==> src/rtl/mem_access_ctrl_if.sv <==
// Data-memory request/acknowledge bus between the MEM-stage access controller and data memory.
// The controller drives the request side; the memory answers with ack and read data.
interface mem_access_ctrl_if #(
  parameter int unsigned DATA_W = 32
) ();
  logic              dmem_req;
  logic              dmem_we;
  logic [DATA_W-1:0] dmem_addr;
  logic [DATA_W-1:0] dmem_wdata;
  logic              dmem_ack;
  logic [DATA_W-1:0] dmem_rdata;

  modport master (
    output dmem_req,
    output dmem_we,
    output dmem_addr,
    output dmem_wdata,
    input  dmem_ack,
    input  dmem_rdata
  );

  modport slave (
    input  dmem_req,
    input  dmem_we,
    input  dmem_addr,
    input  dmem_wdata,
    output dmem_ack,
    output dmem_rdata
  );
endinterface

==> src/rtl/mem_access_ctrl.sv <==
// MEM-stage sequencer for a variable-latency data memory: issues one registered request per
// load/store, freezes the pipeline while it is outstanding, and flags misaligned/timed-out accesses.
module mem_access_ctrl #(
  parameter int unsigned DATA_W  = 32,
  parameter int unsigned TIMEOUT = 15
) (
  input  logic              clk,
  input  logic              rst,
  input  logic              Mem_Read_M,
  input  logic              Mem_Write_M,
  input  logic [DATA_W-1:0] ALU_result_M,
  input  logic [DATA_W-1:0] Write_Data_M,
  input  logic              err_clr,
  output logic              stall_out,
  output logic [DATA_W-1:0] rdata_M,
  output logic              rdata_valid,
  output logic              bus_err,
  mem_access_ctrl_if.master dmem
);

  localparam int unsigned     CntW   = $clog2(TIMEOUT + 1);
  localparam logic [CntW-1:0] CntMax = CntW'(TIMEOUT - 1);
  localparam logic [CntW-1:0] CntOne = CntW'(1);

  typedef enum logic [1:0] {StIdle, StReq, StDone, StErr} state_e;

  state_e            state_q, state_d;
  logic [CntW-1:0]   cnt_q, cnt_d;
  logic              req_q, req_d;
  logic              we_q, we_d;
  logic [DATA_W-1:0] addr_q, addr_d;
  logic [DATA_W-1:0] wdata_q, wdata_d;
  logic [DATA_W-1:0] rdata_q, rdata_d;
  logic              rvalid_q, rvalid_d;
  logic              err_q, err_d;

  logic op;
  logic misaligned;

  assign op         = Mem_Read_M | Mem_Write_M;
  assign misaligned = |ALU_result_M[1:0];

  always_comb begin
    state_d   = state_q;
    cnt_d     = cnt_q;
    we_d      = we_q;
    addr_d    = addr_q;
    wdata_d   = wdata_q;
    rdata_d   = rdata_q;
    rvalid_d  = 1'b0;
    stall_out = 1'b1;
    unique case (state_q)
      StIdle: begin
        stall_out = op;
        if (op && misaligned) begin
          state_d = StErr;
        end else if (op) begin
          state_d = StReq;
          cnt_d   = '0;
          addr_d  = ALU_result_M;
          wdata_d = Write_Data_M;
          we_d    = Mem_Write_M;
        end
      end
      StReq: begin
        // An ack arriving in the expiry cycle still completes the access.
        if (dmem.dmem_ack) begin
          state_d = StDone;
          if (!we_q) begin
            rdata_d  = dmem.dmem_rdata;
            rvalid_d = 1'b1;
          end
        end else if (cnt_q == CntMax) begin
          state_d = StErr;
        end else begin
          cnt_d = cnt_q + CntOne;
        end
      end
      // Op is deliberately not sampled here; the pipeline advances on this edge.
      StDone: begin
        stall_out = 1'b0;
        state_d   = StIdle;
      end
      StErr: begin
        if (err_clr) begin
          rdata_d = '0;
          state_d = StDone;
        end
      end
    endcase
    req_d = (state_d == StReq);
    err_d = (state_d == StErr);
  end

  always_ff @(posedge clk or posedge rst) begin
    if (rst) begin
      state_q  <= StIdle;
      cnt_q    <= '0;
      req_q    <= 1'b0;
      we_q     <= 1'b0;
      addr_q   <= '0;
      wdata_q  <= '0;
      rdata_q  <= '0;
      rvalid_q <= 1'b0;
      err_q    <= 1'b0;
    end else begin
      state_q  <= state_d;
      cnt_q    <= cnt_d;
      req_q    <= req_d;
      we_q     <= we_d;
      addr_q   <= addr_d;
      wdata_q  <= wdata_d;
      rdata_q  <= rdata_d;
      rvalid_q <= rvalid_d;
      err_q    <= err_d;
    end
  end

  assign dmem.dmem_req   = req_q;
  assign dmem.dmem_we    = we_q;
  assign dmem.dmem_addr  = addr_q;
  assign dmem.dmem_wdata = wdata_q;
  assign rdata_M         = rdata_q;
  assign rdata_valid     = rvalid_q;
  assign bus_err         = err_q;

endmodule

==> src/flat_wrapper.sv <==
// flat-port wrapper written by rule: the top's interface ports become plain ports
module mem_access_ctrl_flat 
#(
  parameter int unsigned DATA_W  = 32,
  parameter int unsigned TIMEOUT = 15
)
  (clk, rst, Mem_Read_M, Mem_Write_M, ALU_result_M, Write_Data_M, err_clr, stall_out, rdata_M, rdata_valid, bus_err, dmem_dmem_req, dmem_dmem_we, dmem_dmem_addr, dmem_dmem_wdata, dmem_dmem_ack, dmem_dmem_rdata);
  mem_access_ctrl_if #(.DATA_W(DATA_W)) dmem_i ();
  input  logic clk;
  input  logic rst;
  input  logic Mem_Read_M;
  input  logic Mem_Write_M;
  input  logic [DATA_W-1:0] ALU_result_M;
  input  logic [DATA_W-1:0] Write_Data_M;
  input  logic err_clr;
  output logic stall_out;
  output logic [DATA_W-1:0] rdata_M;
  output logic rdata_valid;
  output logic bus_err;
  output wire logic [$bits(dmem_i.dmem_req)-1:0] dmem_dmem_req;
  output wire logic [$bits(dmem_i.dmem_we)-1:0] dmem_dmem_we;
  output wire logic [$bits(dmem_i.dmem_addr)-1:0] dmem_dmem_addr;
  output wire logic [$bits(dmem_i.dmem_wdata)-1:0] dmem_dmem_wdata;
  input wire logic [$bits(dmem_i.dmem_ack)-1:0] dmem_dmem_ack;
  input wire logic [$bits(dmem_i.dmem_rdata)-1:0] dmem_dmem_rdata;
  assign dmem_dmem_req = dmem_i.dmem_req;
  assign dmem_dmem_we = dmem_i.dmem_we;
  assign dmem_dmem_addr = dmem_i.dmem_addr;
  assign dmem_dmem_wdata = dmem_i.dmem_wdata;
  assign dmem_i.dmem_ack = dmem_dmem_ack;
  assign dmem_i.dmem_rdata = dmem_dmem_rdata;
  mem_access_ctrl #(.DATA_W(DATA_W), .TIMEOUT(TIMEOUT)) u_core (.clk(clk), .rst(rst), .Mem_Read_M(Mem_Read_M), .Mem_Write_M(Mem_Write_M), .ALU_result_M(ALU_result_M), .Write_Data_M(Write_Data_M), .err_clr(err_clr), .stall_out(stall_out), .rdata_M(rdata_M), .rdata_valid(rdata_valid), .bus_err(bus_err), .dmem(dmem_i));
endmodule
==> config.mk <==
export PLATFORM = sky130hd
export DESIGN_NAME = mem_access_ctrl_flat
export DESIGN_NICKNAME = d
export VERILOG_FILES = /design/src/rtl/mem_access_ctrl_if.sv /design/src/rtl/mem_access_ctrl.sv /design/src/flat_wrapper.sv
export SDC_FILE = /design/constraint.sdc
export NUM_CORES = 1
export LEC_CHECK = 0
export ABC_AREA = 1
export CORE_ASPECT_RATIO = 1.75
export CORE_MARGIN = 8
export CORE_UTILIZATION = 41
export CTS_CLUSTER_SIZE = 10
export DETAILED_ROUTE_END_ITERATION = 8
export PLACE_DENSITY = 0.8
export SLEW_MARGIN = 0
export SYNTH_ARGS = -nofsm -noshare
export SYNTH_HDL_FRONTEND = slang
export SYNTH_SLANG_ARGS = --single-unit
export TNS_END_PERCENT = 30
==> constraint.sdc <==
create_clock -name clk -period 4.7 [get_ports clk]
set_input_delay 0.705 -clock clk [delete_from_list [all_inputs] [get_ports clk]]
set_output_delay 0.705 -clock clk [all_outputs]
set_load 0.01 [all_outputs]
==> results.yml <==
hold_path:
  hold_path_depth: 2
  hp-start: "u_core.dmem.dmem_addr[18]"
  min_path_type: "reg2reg"
  min_delay_worst_endpoint: "u_core.dmem.dmem_addr[18]"
logic_synthesis:
  synth.area.top_cells: "dfrtp_1, nand2_1, nand3_1"
  synth.most_common_cell: "nand2_1"
  synth_edf_count: 0
  async_flop_share_pct: 100
  synthSimpleGateAreaFrac_pct: 28.7
  synth_area_leader_cell: "dfrtp_1"
  synth_warnings: 0
  synthFlopType: "dfrtp_1"
  postSynthAreaPerCell_um2: 8.79
  synth_nets: 588
  ys_seq_area_share_pct: 62.3
  synth_xor_area_share_pct: 0.206
  netlist.area_leader.share_pct: 62.3
  postSynthCellCount: 484
  synthAdderAreaFrac_pct: 0.588
  synth_compound_area_share_pct: 4.12
  ys_ff_latch: 106
  syn-cell-area_um2: 4260
  ys_types: 19
  synth.area.mux_share_pct: 0
  synth_common_cells: "nand2_1, dfrtp_1, nand3_1"
  synth_top_family_by_area: "simple AND/OR/NAND/NOR gates"
worst_setup_path:
  worst-endpoint-arrival_ns: 3.12
  crit_family: "simple AND/OR/NAND/NOR gates"
  reg2regPathDepth: 4
  crit_path_start_kind: "register"
  end_kind: "register"
  cp_cell_sequence: "nand2_1, o21ai_0, nand3_2, o21ai_0"
  crit_start: "u_core.state_q[0]"
  cp_slowest_cell: "nand3_2"
  crit_required_ns: 4.91
  rr_endpoint: "u_core.rdata_M[26]"
  r2r_start: "u_core.state_q[0]"
  crit_type: "reg2reg"
  crit_buf_inv: 0
  max_stage_delay_ns: 0.81
  r2r_setup_slack_ns: 1.79
  path_max_fanout: 64
  cp_common_cell: "o21ai_0"
clock_network:
  h-tree-depth: 3
  clock_latency_ns: 0.33
  post_cts_resized: 0
  clock_path_buffers: 2
  cts_buffers: 9
  cts_tree: "yes"
  cts_setup_buffers: 0
  cts-root-buf: "clkbuf_16"
  cts.sinks: 106
  clk_pin_slew_worst_paths_ns: 0.07
  cts_hold_buf: 0
timing:
  grt_setup_unrepaired: "false"
  worst_pin_slew_ns: 1.21
  finalMaxSlewViolations: 0
  hold_violations: 0
  tns_ns: 0
  final.setup_skew_ns: 0.00782
  max_slew_margin_pct: 19.4
  setup_violations: 0
  fmax_mhz: 343
  min_period_over_period_pct: 62.0
  min_period_ns: 2.92
global_route:
  grt_pass1_wl_mm: 21.0
  track_usage_pct: 18.8
  grt_pass1_vias: 4126
  globalRouteOverflowTotal: 0
  grt_max_degree: 78
  antenna_found_initial: 0
route:
  via_count: 3966
  drc: 0
  wl_per_cell_um: 16.2
  wl_mm: 13.0
  first_iter_violations: 212
  firstDrtPassIters: 4
  viasPerCell: 4.95
  postRouteAntennaNets: 0
placement:
  port_buffers: 202
  gp_congestion: 0.803
  dp_cells: 787
  hpwl_mm: 9.60
outcome:
  status: "completed"
power:
  peakVddDrop_v: 0.000382
  leakage_nw: 3.21
  power_density_nw_per_um2: 649
finish:
  area_growth_syn_to_layout_pct: 56.2
  nFillCells: 843
  fin_nets: 775
  drive_above_1_share_pct: 3.41
  fin_cells: 801
  num_antenna_cells: 0
run:
  cap_violations: 0
die:
  rows: 49
  die_h_um: 151
  coreArea_um2: 10200
  io_pins: 203
  die_area_um2: 14000
  initial_utilization_pct: 41.8
  die_x_um: 93.0
==> registers in the layout, indices dropped and copies added, names as in the netlist, 2 cells and up <==
signal and flops:
u_core.dmem.dmem_addr 32, u_core.dmem.dmem_wdata 32, u_core.rdata_M 32, u_core.cnt_q 4
u_core.state_q 2
==> power breakdown <==
part / internal, mW / switching [mW]
combinational: 0.997 / 0.999
sequential: 1.34 / 0.241
clock: 0.434 / 0.297
==> how the worst max path moves through the flow <==
stage	endpoint	slack, ns	depth (start not counted)
5_1_grt	u_core.rdata_M[6]	1.32	4
3_3_place_gp	u_core.dmem.dmem_we	1.91	7
2_1_floorplan	u_core.bus_err	1.21	1
3_5_place_dp	u_core.rdata_M[17]	1.76	4
4_1_cts	u_core.rdata_M[17]	1.74	4
6_report	u_core.rdata_M[26]	1.79	4
==> metal layers <==
| metal | global-route usage [%] | wire, µm |
|---|---|---|
| met4 | 8.11 | 384 |
| met2 | 31.4 | 6540 |
| met1 | 21.3 | 4860 |
| met5 | 0 | 0 |
| met3 | 6.45 | 1220 |
==> metrics by stage <==
stage / area, µm² / hold slack (ns) / setup WS (ns) / total power, mW / utilization, %
5_1_grt: 6650 / 0.492 / 1.32 / 4.64 / 65.3
3_5_place_dp: 6350 / 0.457 / 1.76 / 3.62 / 62.4
6_report: 6650 / 0.470 / 1.79 / 4.31 / 65.3
4_1_cts: 6650 / 0.474 / 1.74 / 4.38 / 65.3
2_1_floorplan: 4260 / 0.470 / 1.21 / 2.45 / -
3_3_place_gp: 6350 / 0.450 / 1.91 / 3.54 / 62.4
==> worst min-delay path, cell delays in order (launching register included) <==
cell and delay (ns):
dfrtp_1 0.34, nand2_1 0.05, nand2_1 0.05
==> final cells by class <==
type | instances | area [µm²] | share of cell area (%)
clock buffer | 11 | 253 | 3.80
clock inverter | 3 | 40.0 | 0.602
inverter | 14 | 55.1 | 0.828
multi-input combinational | 335 | 1440 | 21.7
sequential | 106 | 2650 | 39.9
tap | 127 | 159 | 2.39
timing repair buffer | 205 | 2040 | 30.8
==> kinds of logic after synthesis <==
logic type                 count (synthesis)
and+or+nand+nor                          297
DFF                                      106
buffers and inverters                     43
AOI/OAI and AO/OA                         35
adders and majority gates                  2
xor gates and xnor gates                   1
==> cells in the final DEF (no fill, tap or decap), drive strengths merged <==
cell type,count
nand4,1
o21ai,34
nand3b,1
xnor2,1
a21oi,1
nor2,11
buf,3
bufinv,1
clkdlybuf4s50,202
nand3,70
nand2,212
clkbuf,11
or2,1
inv,14
nor3,1
clkinv,2
dfrtp,106
ha,2
No activity file was read; power rests on OpenSTA's default activity.
